<file path="config.mk">
export PLATFORM = sky130hd
export DESIGN_NAME = uart_text_rx
export DESIGN_NICKNAME = d
export VERILOG_FILES = /design/src/rtl/uart_text_rx.sv
export SDC_FILE = /design/constraint.sdc
export NUM_CORES = 1
export LEC_CHECK = 0
export CORE_ASPECT_RATIO = 0.8
export CORE_MARGIN = 2
export CORE_UTILIZATION = 35
export CTS_BUF_LIST = sky130_fd_sc_hd__clkbuf_8
export DETAILED_ROUTE_END_ITERATION = 8
export PLACE_DENSITY = 0.52
export SETUP_SLACK_MARGIN = 0.3
export SLEW_MARGIN = 20
export SYNTH_ARGS = -nofsm -noshare
export SYNTH_HDL_FRONTEND = slang
export SYNTH_SLANG_ARGS = --single-unit
</file>
<file path="constraint.sdc">
create_clock -name CLK -period 2.4 [get_ports CLK]
set_clock_uncertainty 0.2 [all_clocks]
set_input_delay 0.36 -clock CLK [delete_from_list [all_inputs] [get_ports CLK]]
set_output_delay 0.36 -clock CLK [all_outputs]
set_load 0.1 [all_outputs]
</file>
<file path="src/rtl/uart_text_rx.sv">
// 8N1 UART receiver feeding the keyword interrupt block: one text_in strobe per
// good frame, frame_err on a low stop bit, then hold in BREAK until the line recovers.
//
// state   | meaning
// --------+-----------------------------------------------------------
// S_IDLE  | line idle, waiting for a falling edge on rx_s
// S_START | timing to mid start bit, rejects glitches shorter than that
// S_DATA  | sampling 8 data bits LSB first at bit centres
// S_STOP  | sampling the stop bit, emits text_in or frame_err
// S_BREAK | stop bit was low, waiting for the line to return high
module uart_text_rx #(
    parameter int CLKS_PER_BIT = 434
) (
    input  logic       CLK,
    input  logic       RST,
    input  logic       rx,
    output logic [7:0] text,
    output logic       text_in,
    output logic       frame_err,
    output logic       busy
);

    localparam int CW = $clog2(CLKS_PER_BIT);
    localparam logic [CW-1:0] HALF_TC = CW'(CLKS_PER_BIT / 2 - 1);
    localparam logic [CW-1:0] FULL_TC = CW'(CLKS_PER_BIT - 1);

    typedef enum logic [2:0] {
        S_IDLE,
        S_START,
        S_DATA,
        S_STOP,
        S_BREAK
    } state_t;

    state_t          state_q, state_d;
    logic            sync1_q, sync2_q;
    logic [CW-1:0]   cnt_q, cnt_d;
    logic [2:0]      idx_q, idx_d;
    logic [7:0]      shreg_q, shreg_d;
    logic [7:0]      text_q, text_d;
    logic            text_in_q, text_in_d;
    logic            frame_err_q, frame_err_d;
    logic            busy_q, busy_d;
    logic            rx_s;

    assign rx_s = sync2_q;

    always_comb begin
        state_d     = state_q;
        cnt_d       = cnt_q;
        idx_d       = idx_q;
        shreg_d     = shreg_q;
        text_d      = text_q;
        text_in_d   = 1'b0;
        frame_err_d = 1'b0;

        case (state_q)
            S_IDLE: begin
                if (!rx_s) begin
                    state_d = S_START;
                    cnt_d   = '0;
                end
            end
            S_START: begin
                if (cnt_q == HALF_TC) begin
                    cnt_d = '0;
                    idx_d = 3'd0;
                    state_d = rx_s ? S_IDLE : S_DATA;
                end else begin
                    cnt_d = cnt_q + CW'(1);
                end
            end
            S_DATA: begin
                if (cnt_q == FULL_TC) begin
                    shreg_d[idx_q] = rx_s;
                    cnt_d = '0;
                    idx_d = idx_q + 3'd1;
                    if (idx_q == 3'd7) begin
                        state_d = S_STOP;
                    end
                end else begin
                    cnt_d = cnt_q + CW'(1);
                end
            end
            S_STOP: begin
                if (cnt_q == FULL_TC) begin
                    cnt_d = '0;
                    if (rx_s) begin
                        text_d    = shreg_q;
                        text_in_d = 1'b1;
                        state_d   = S_IDLE;
                    end else begin
                        frame_err_d = 1'b1;
                        state_d     = S_BREAK;
                    end
                end else begin
                    cnt_d = cnt_q + CW'(1);
                end
            end
            S_BREAK: begin
                // A held-low line must not be mistaken for a new start bit.
                if (rx_s) begin
                    state_d = S_IDLE;
                end
            end
            default: begin
                state_d = S_IDLE;
            end
        endcase

        busy_d = (state_d != S_IDLE);
    end

    always_ff @(posedge CLK) begin
        if (RST) begin
            sync1_q     <= 1'b1;
            sync2_q     <= 1'b1;
            state_q     <= S_IDLE;
            cnt_q       <= '0;
            idx_q       <= 3'd0;
            shreg_q     <= 8'h00;
            text_q      <= 8'h00;
            text_in_q   <= 1'b0;
            frame_err_q <= 1'b0;
            busy_q      <= 1'b0;
        end else begin
            sync1_q     <= rx;
            sync2_q     <= sync1_q;
            state_q     <= state_d;
            cnt_q       <= cnt_d;
            idx_q       <= idx_d;
            shreg_q     <= shreg_d;
            text_q      <= text_d;
            text_in_q   <= text_in_d;
            frame_err_q <= frame_err_d;
            busy_q      <= busy_d;
        end
    end

    assign text      = text_q;
    assign text_in   = text_in_q;
    assign frame_err = frame_err_q;
    assign busy      = busy_q;

endmodule

</file>
==> impl_metrics.tcl <==
set metrics [dict create \
    worstMarginPinSlew_ns 0.437 \
    max_freq_mhz 446 \
    crit_fanout 7 \
    routed_wl_um 3670 \
    diodes 0 \
    hold_path_startpoint "sync1_q" \
    dpl_cell_area_um2 1860 \
    worstSkewPairLatency_ns 0.28 \
    hold_violations 0 \
    yosysMostFrequentCell "dfxtp_1" \
    synth_xor_xnor_area_share_pct 0 \
    finalCriticalPeriod_ns 2.24 \
    setup_viol 0 \
    power.density_nw_per_um2 566 \
    syn_area_per_cell_um2 8.85 \
    ff2ff_path_depth 7 \
    slew_headroom_pct 70.6 \
    yosys.area.top_type "dfxtp_1" \
    grt_max_degree 33 \
    cts.path.max_buffers 2 \
    ys_ff_latch 36 \
    path_clk_slew_ns 0.07 \
    worstPathCellList "inv_4 > ha_4 > or4b_4 > or3_4 > a22o_4 > or3b_2 > a31oi_1" \
    max_cap_violations 0 \
    wire_per_inst_um 13.2 \
    grt_pass1_wl_um 6130 \
    track_usage_pct 14.8 \
    dpl.cell_count 260 \
    synth_cells 187 \
    endpoint_kind "flip-flop" \
    core-area_um2 4570 \
    via_count 1409 \
    synth_area_leaders "dfxtp_1 44%, mux2i_1 9.7%, nor2_1 6.8%" \
    antenna_found_initial 0 \
    die_x_um 80.9 \
    n_fill_cell 477 \
    drive_above_1_share_pct 25.3 \
    start_kind "flip-flop" \
    die_h_um 65.5 \
    die-area_um2 5300 \
    cts.sinks 36 \
    area_growth_pct 25.8 \
    numCtsBuffers 5 \
    row_count 22 \
    p_leak_nw 0.814 \
    yosysUniqueCellTypes 38 \
    async_flop_share_pct 0 \
    synth-adder-area-share_pct 3.78 \
    htree_levels 2 \
    synth_simple_gate_area_share_pct 30.0 \
    cts_tree "built" \
    start_util_pct 36.2 \
    fin_cells 277 \
    maxSlewViolCount 0 \
    synth_enable_flop_cells 0 \
    r2r_slack_ns 0.16 \
    ys_seq_area_share_pct 43.6 \
    place_congestion 0.861 \
    rsz0062_at_grt "true" \
    clockRootBuffer "clkbuf_8" \
    overflow 0 \
    firstDrtPassIters 4 \
    worstPathArrival_ns 2.20 \
    dp_hpwl_um 2330 \
    register_area_um2 733 \
    synth_fp_nets 195 \
    synth_top_area_share_pct 43.6 \
    reg2reg_to "cnt_q[7]" \
    worstSetupStartpoint "cnt_q[1]" \
    pin_count 14 \
    fin_crit_sh_pct 93.3 \
    ys_top_cells_by_count "36 x dfxtp_1, 30 x nor2_1, 19 x nand2_1" \
    viasPerCell 5.09 \
    multi_input_comb_area_um2 922 \
    remaining_drc_errors 0 \
    portBuffers 13 \
    min_delay_path_depth 1 \
    drtIter0Drc 78 \
    ys_warn_count 0 \
    ant_nets 0 \
    outcome "completed" \
    synth_top_family_by_area "simple AND/OR/NAND/NOR gates" \
    synth_compound_area_share_pct 8.93 \
    hold_class "reg -> reg" \
    final_area_um2 2080 \
    mappedNetlistArea_um2 1650 \
    ir_drop_mv 0.244 \
    path_class "reg -> reg" \
    min_to "rx_s" \
    hold_buffers 0 \
    r2r_start "cnt_q[1]" \
    crit_required_ns 2.36 \
    cp_slowest_stage_delay_ns 0.46 \
    critical_path.slowest_cell "or4b_4" \
    synth-main-ff-cell "dfxtp_1" \
    nets 224 \
    first_global_vias 1368 \
    final.setup.tns_ns 0 \
    synthMuxAreaShare_pct 9.68 \
]
-- kinds of logic after synthesis --
logic type               after synthesis
AO/OA/AOI/OAI                         23
adder cells (fa/ha/maj)                5
buffers and inverters                 12
flip-flops                            36
multiplexers                          16
AND/OR/NAND/NOR                       95
-- where the power goes --
| part | internal (W) | switching, W |
|---|---|---|
| sequential | 0.000599 | 0.00000417 |
| combinational | 0.0000272 | 0.0000403 |
| clock | 0.000304 | 0.000203 |
| total | 0.000930 | 0.000248 |
-- critical path, delay by kind of cell (launching register included) --
family	cells	cell delay [ns]
adder cells (fa/ha/maj)	1	0.12
flip-flops	1	0.36
buffers and inverters	1	0.06
AND/OR/NAND/NOR	3	1.06
AO/OA/AOI/OAI	2	0.32
-- layout make-up --
| class | count | area share, % |
|---|---|---|
| Clock inverter | 3 | 1.86 |
| Tap cell | 60 | 3.61 |
| Multi-Input combinational cell | 140 | 44.3 |
| Clock buffer | 5 | 3.31 |
| Timing Repair Buffer | 28 | 10.5 |
| Sequential cell | 36 | 35.2 |
| Inverter | 5 | 1.14 |
-- cell usage in the layout, fill, tap and decap left out, types with 2 or more instances in the layout --
cell / n
nand3_1: 10
clkdlybuf4s50_1: 2
o21ai_0: 3
and3_1: 2
nor3_1: 3
a31oi_1: 8
clkbuf_8: 5
or2_2: 3
buf_4: 25
inv_1: 4
a21oi_1: 6
nor4_1: 3
mux2i_1: 16
nand4b_1: 2
dfxtp_4: 3
ha_1: 4
nand4_1: 5
nor2_1: 30
or4b_4: 2
dfxtp_1: 32
nand3b_1: 4
or3b_2: 2
inv_4: 2
nand2_1: 19
-- routing by layer --
layer,part of all wire (%),GRT usage [%]
met5,0,0
met4,0.49,4.87
met3,3.7,3.43
met2,46,22.6
met1,50,20.4
-- metrics by stage --
| stage | hold WS, ns | setup WS, ns | total power, W | util, % |
|---|---|---|---|---|
| final | 0.209 | 0.160 | 0.00118 | 45.5 |
| after floorplan | 0.189 | 0.206 | 0.000664 | - |
| after global placement | 0.195 | 0.177 | 0.000675 | 40.7 |
| after global routing | 0.229 | 0.113 | 0.00123 | 45.5 |
| after detailed placement | 0.192 | 0.141 | 0.000675 | 40.7 |
| after CTS | 0.209 | 0.178 | 0.00119 | 44.3 |
-- worst max-delay path by stage --
stage,endpoint,slack [ns],cells after the start
floorplan,cnt_q[1],0.21,8
global route,cnt_q[7],0.11,7
global placement,cnt_q[7],0.18,7
finish,cnt_q[7],0.16,7
detailed placement,cnt_q[7],0.14,7
CTS,cnt_q[7],0.18,7
-- sequential cells by signal, indices dropped and copies added, names as in the netlist --
register and flops:
shreg_q 8, text 8, frame_err 1, state_q 3, idx_q 3, sync1_q 1
rx_s 1, cnt_q 9, busy 1, text_in 1
-- timing repair --
action	4_1_cts	5_1_grt
cloned	1	0
resized for setup	6	6
pin swaps	3	7
endpoints found under the hold margin	0	0
endpoints found under the setup margin	19	21
buffers inserted	4	4
Note: power is estimated with default switching activity, not from simulation.
==> RTL change 1 (same settings) <==
Re-encode `state_t` (5 states) as Gray code, 3 bits wide.
--- a/src/rtl/uart_text_rx.sv
+++ b/src/rtl/uart_text_rx.sv
@@ -25,11 +25,11 @@
     localparam logic [CW-1:0] FULL_TC = CW'(CLKS_PER_BIT - 1);
 
     typedef enum logic [2:0] {
-        S_IDLE,
-        S_START,
-        S_DATA,
-        S_STOP,
-        S_BREAK
+        S_IDLE  = 3'b000,
+        S_START = 3'b001,
+        S_DATA  = 3'b011,
+        S_STOP  = 3'b010,
+        S_BREAK = 3'b110
     } state_t;
 
     state_t          state_q, state_d;
Check against the original RTL: no difference found for any inputs over 10 cycles, from zero or initial values and one cycle with RST high; not proved beyond that.
==> RTL change 1 against the original RTL <==
Sequential cell count did not move; maximum frequency rose by 14%; global-route usage fell by 0.35 points; critical path depth fell by 1; core utilization fell by 2.8 points; wire length fell by 7.3%; cell area fell by 4.0%; die area rose by 4.6%; total power fell by 5.0%; first-iteration DRC count fell by 5.1%; worst hold slack improved by 0.56 ps; synthesized area rose by 4.9%; worst setup slack improved by 270 ps; highest routed layer unchanged.
==> RTL change 1: results (changes against the original RTL) <==
| Step | Result | Value | vs unedited |
|:---|:---|:---|:---|
| synthesis | Register area share after synthesis | 0.415 | -0.0204 |
| synthesis | Post-synth top cells | sky130_fd_sc_hd__dfxtp_1 (36), sky130_fd_sc_hd__nor2_1 (18), sky130_fd_sc_hd__mux2i_1 (14) |  |
| route | Detailed-router iteration count before antenna repair | 5 | +1 |
| place | Sum of net half-perimeters after detailed placement | 2440 um | +4.4% |
| cells and area | Filler cell count in the final layout | 486 | +1.9% |
| global route | Via count of the first global-routing pass | 1,221 | -11% |
| place | Final weighted congestion of routability-driven global placement | 0.824 | -4.3% |
| setup path | R2r endpoint | shreg_q[4] |  |
| cells and area | Number of nets at the end of the flow | 199 | -11% |
| route | First DRT Iteration DRCs | 74 | -5.1% |
| setup path | R2R cell count | 6 | -1 |
| pwr | Leakage power of the design | 0.773 nW | -5.0% |
| cells and area | Final cell utilization of the core | 0.427 | -0.0284 |
| setup path | Arr. time, crit path | 1930 ps | -270 ps |
| place | Cell count after placement | 243 | -6.5% |
| setup path | Crit-path max FO | 5 | -2 |
| setup path | Worst reg2reg setup slack | 430 ps | +270 ps |
| global route | Largest net degree at the start of global routing | 16 | -52% |
| place | Post-detailed-placement cell area | 0.00189 mm^2 | +1.5% |
| route | Ratio of routed vias to standard cells | 5.12 | +0.56% |
| synthesis | Synth Net Count | 184 | -5.6% |
| run status | Outcome | finished, final reports clean |  |
| pwr | Net Switching | 261 uW | +5.3% |
| setup path | Reg-to-reg startpoint | cnt_q[0] |  |
| global route | Overall global routing resource usage | 0.144 | -0.00350 |
| timing | Pin slew with the least headroom to its limit | 523 ps | +85.7 ps |
| route | Detailed-route via count | 1,289 | -8.5% |
| pwr | Switching portion of total power | 0.233 | +0.0228 |
| synthesis | Netlist cell types | 42 | +11% |
| timing | Worst hold margin | 209 ps | +0.562 ps |
-- RTL change 1: repair_timing --
action                                  4_1_cts  5_1_grt
buffers inserted                              0        1
gates resized for setup                       0        3
endpoints found under the setup margin        0       11
-- RTL change 1: cell families after synthesis --
kind of cell	after synthesis	synth area share
compound gates	21	0.0959
simple gates	77	0.290
mux	14	0.0807
fa+ha+maj	5	0.0360
xor+xnor	7	0.0353
buf+inv	16	0.0469
flops	36	0.415
-- RTL change 1: routing by layer --
metal / up-vias / share of wire / track usage
li1: 660 / - / -
met1: 599 / 0.51 / 0.212
met2: 25 / 0.44 / 0.198
met3: 5 / 0.039 / 0.0366
met4: 0 / 0.013 / 0.0553
met5: - / 0 / 0
-- RTL change 1: cell type report --
| type | instances | share of cell area |
|---|---|---|
| multi-input cells | 124 | 0.472 |
| inverters | 5 | 0.00939 |
| repair buffers | 19 | 0.0739 |
| clock buffers | 6 | 0.0413 |
| clock inverters | 2 | 0.00501 |
| well taps | 60 | 0.0376 |
| flip-flops and latches | 36 | 0.361 |
-- RTL change 1: critical path, cell delays in order (launching register included) --
cell and delay [ps]:
sky130_fd_sc_hd__dfxtp_1 420, sky130_fd_sc_hd__ha_1 180, sky130_fd_sc_hd__and4b_1 300, sky130_fd_sc_hd__buf_4 180, sky130_fd_sc_hd__nand4_4 130, sky130_fd_sc_hd__o311ai_0 310, sky130_fd_sc_hd__o41ai_1 120
-- RTL change 1: how the worst max path moves through the flow --
stage                     startpoint         end  slack [ps]
after CTS                   cnt_q[2]    cnt_q[4]         330
final                       cnt_q[0]  shreg_q[4]         430
after floorplan             cnt_q[0]    cnt_q[0]         630
after detailed placement    cnt_q[2]    cnt_q[4]         350
after global placement      cnt_q[2]    cnt_q[7]         360
after global routing        cnt_q[0]  shreg_q[4]         300
==> RTL change 2 (config.mk and constraints unchanged) <==
Made on the original files. Change the parameter `CLKS_PER_BIT` from 434 to 868.
--- a/src/rtl/uart_text_rx.sv
+++ b/src/rtl/uart_text_rx.sv
@@ -9,7 +9,7 @@
 // S_STOP  | sampling the stop bit, emits text_in or frame_err
 // S_BREAK | stop bit was low, waiting for the line to return high
 module uart_text_rx #(
-    parameter int CLKS_PER_BIT = 434
+    parameter int CLKS_PER_BIT = 868
 ) (
     input  logic       CLK,
     input  logic       RST,
Behaviour: same outputs for any inputs over 10 cycles, from zero or initial values and one cycle with RST high; that may be too few to reach the edited logic, so the function may still have changed.
==> RTL change 2 against the original RTL <==
Wire length rose by 6.2%; worst setup slack improved by 140 ps; combinational power fell by 3.1%; critical path depth fell by 1; die area rose by 8.4%; sequential cell count rose by 1; cell area rose by 4.0%; total power fell by 7.2%; synthesized area rose by 8.9%; critical path type unchanged; critical endpoint is now shreg_q[0]; largest cell class unchanged; largest power group unchanged.
==> RTL change 2: results (changes against the original RTL) <==
| Step | Result | Value | vs unedited |
|:---|:---|:---|:---|
| synthesis | Synth Net Count | 196 | +0.51% |
| route | Total detailed-routing wirelength | 3900 um | +6.2% |
| global route | Overall global routing resource usage | 0.145 | -0.00235 |
| cells and area | Number of nets at the end of the flow | 218 | -2.7% |
| cells and area | Share of final-layout standard cells stronger than drive strength 1 | 0.297 | +0.0437 |
| place | Final weighted congestion of routability-driven global placement | 0.835 | -3.1% |
| pwr | IR drop worst, VDD | 316 uV | +30% |
| cells and area | Flip-flop count of the largest register after layout | 10 | +1 |
| setup path | R2r endpoint | shreg_q[0] |  |
| synthesis | Most used DFF post-synth | sky130_fd_sc_hd__dfxtp_1 |  |
| synthesis | Post-synth top cells | sky130_fd_sc_hd__dfxtp_1 (37), sky130_fd_sc_hd__nor2_1 (20), sky130_fd_sc_hd__mux2i_1 (13) |  |
| run status | Outcome | finished, final reports clean |  |
| route | Detailed-route via count | 1,435 | +1.8% |
| pwr | Leakage power of the design | 0.819 nW | +0.58% |
| setup path | Reg-to-reg startpoint | cnt_q[0] |  |
| setup path | R2R cell count | 6 | -1 |
| setup path | Worst path slowest cell | sky130_fd_sc_hd__or3b_4 |  |
| timing | Pin slew with the least headroom to its limit | 352 ps | -85.5 ps |
| synthesis | Register area share after synthesis | 0.411 | -0.0246 |
| place | Post-Place Worst Slack | 192 ps | +51.0 ps |
| synthesis | Top cells by area, synth | sky130_fd_sc_hd__dfxtp_1 (41%), sky130_fd_sc_hd__mux2i_1 (7.2%), sky130_fd_sc_hd__nor2_1 (4.2%), sky130_fd_sc_hd__ha_1 (2.8%), sky130_fd_sc_hd__a21oi_1 (2.5%) |  |
| place | Sum of net half-perimeters after detailed placement | 2730 um | +17% |
| route | First DRT Iteration DRCs | 74 | -5.1% |
| global route | Wire length of the first global-routing pass | 6540 um | +6.6% |
| hold path | Classification of the worst-slack hold path | register to register |  |
| synthesis | Netlist cell types | 48 | +26% |
RTL change 2: cell types whose count changed after synthesis, sizes merged, moves of 4 or more:
cell / unedited run / this run
a211oi: 0 / 4
a21bo: 0 / 4
a31oi: 8 / 2
nand2: 19 / 9
nand2b: 1 / 5
nor2: 30 / 21
nor2b: 1 / 7
o31ai: 0 / 4
RTL change 2: cell type report:
cell class,count,area [um^2]
Fill cell,490,2810
Clock inverter,3,13.8
Sequential cell,37,756
Tap cell,62,77.6
Multi-Input combinational cell,141,1060
Clock buffer,5,68.8
Timing Repair Buffer,23,178
Inverter,3,11.3
RTL change 2: cells by family after synthesis:
kind of cell,synth area share
and+or+nand+nor,0.282
AOI/OAI and AO/OA,0.161
DFF,0.411
muxes,0.0722
buffers and inverters,0.0361
adders and majority gates,0.0278
xor gates and xnor gates,0.00972
RTL change 2: per-stage QoR:
| step | cell area [um^2] | util | instances | hold slack [ps] |
|---|---|---|---|---|
| 5_1_grt | 2160 | 0.435 | 274 | 232 |
| 4_1_cts | 2090 | 0.420 | 271 | 215 |
| 2_1_floorplan | 1800 | - | 189 | 189 |
| 3_3_place_gp | 1970 | 0.395 | 260 | 194 |
| 6_report | 2160 | 0.435 | 274 | 211 |
| 3_5_place_dp | 1970 | 0.395 | 260 | 198 |
RTL change 2: where the power goes:
| group | switching [mW] | internal (mW) |
|---|---|---|
| sequential | 0.00650 | 0.617 |
| clock | 0.208 | 0.197 |
| combinational | 0.0390 | 0.0263 |
| total | 0.253 | 0.840 |
RTL change 2: repair_timing:
| item | 4_1_cts | 5_1_grt |
|---|---|---|
| hold buffers | 0 | 0 |
| gates cloned | 1 | 0 |
| resized for setup | 8 | 14 |
| setup buffers | 2 | 3 |
| pin swaps | 2 | 7 |
| setup endpoints to repair | 14 | 22 |
RTL change 2: worst max path at each step:
stage / startpoint / endpoint / slack [ps] / depth (start not counted)
after floorplan: cnt_q[5] / cnt_q[2] / 380 / 6
after global placement: state_q[0] / idx_q[0] / 240 / 5
after detailed placement: cnt_q[5] / cnt_q[6] / 190 / 5
after CTS: cnt_q[3] / cnt_q[6] / 310 / 5
after global routing: cnt_q[0] / shreg_q[0] / 200 / 6
final: cnt_q[0] / shreg_q[0] / 300 / 6
RTL change 2: routing by layer:
| metal | GRT usage | vias up | part of all wire |
|---|---|---|---|
| met5 | 0 | - | 0 |
| met4 | 0.0484 | 0 | 0.0064 |
| met3 | 0.0410 | 4 | 0.045 |
| met2 | 0.206 | 26 | 0.43 |
| met1 | 0.211 | 673 | 0.52 |
| li1 | - | 732 | - |
RTL change 2: worst max-delay path: cells and delay by family (launching register included):
| family | cells | cell delay, ps |
|---|---|---|
| adders and majority gates | 1 | 130 |
| and+or+nand+nor | 3 | 750 |
| DFF | 1 | 380 |
| AOI/OAI and AO/OA | 2 | 560 |
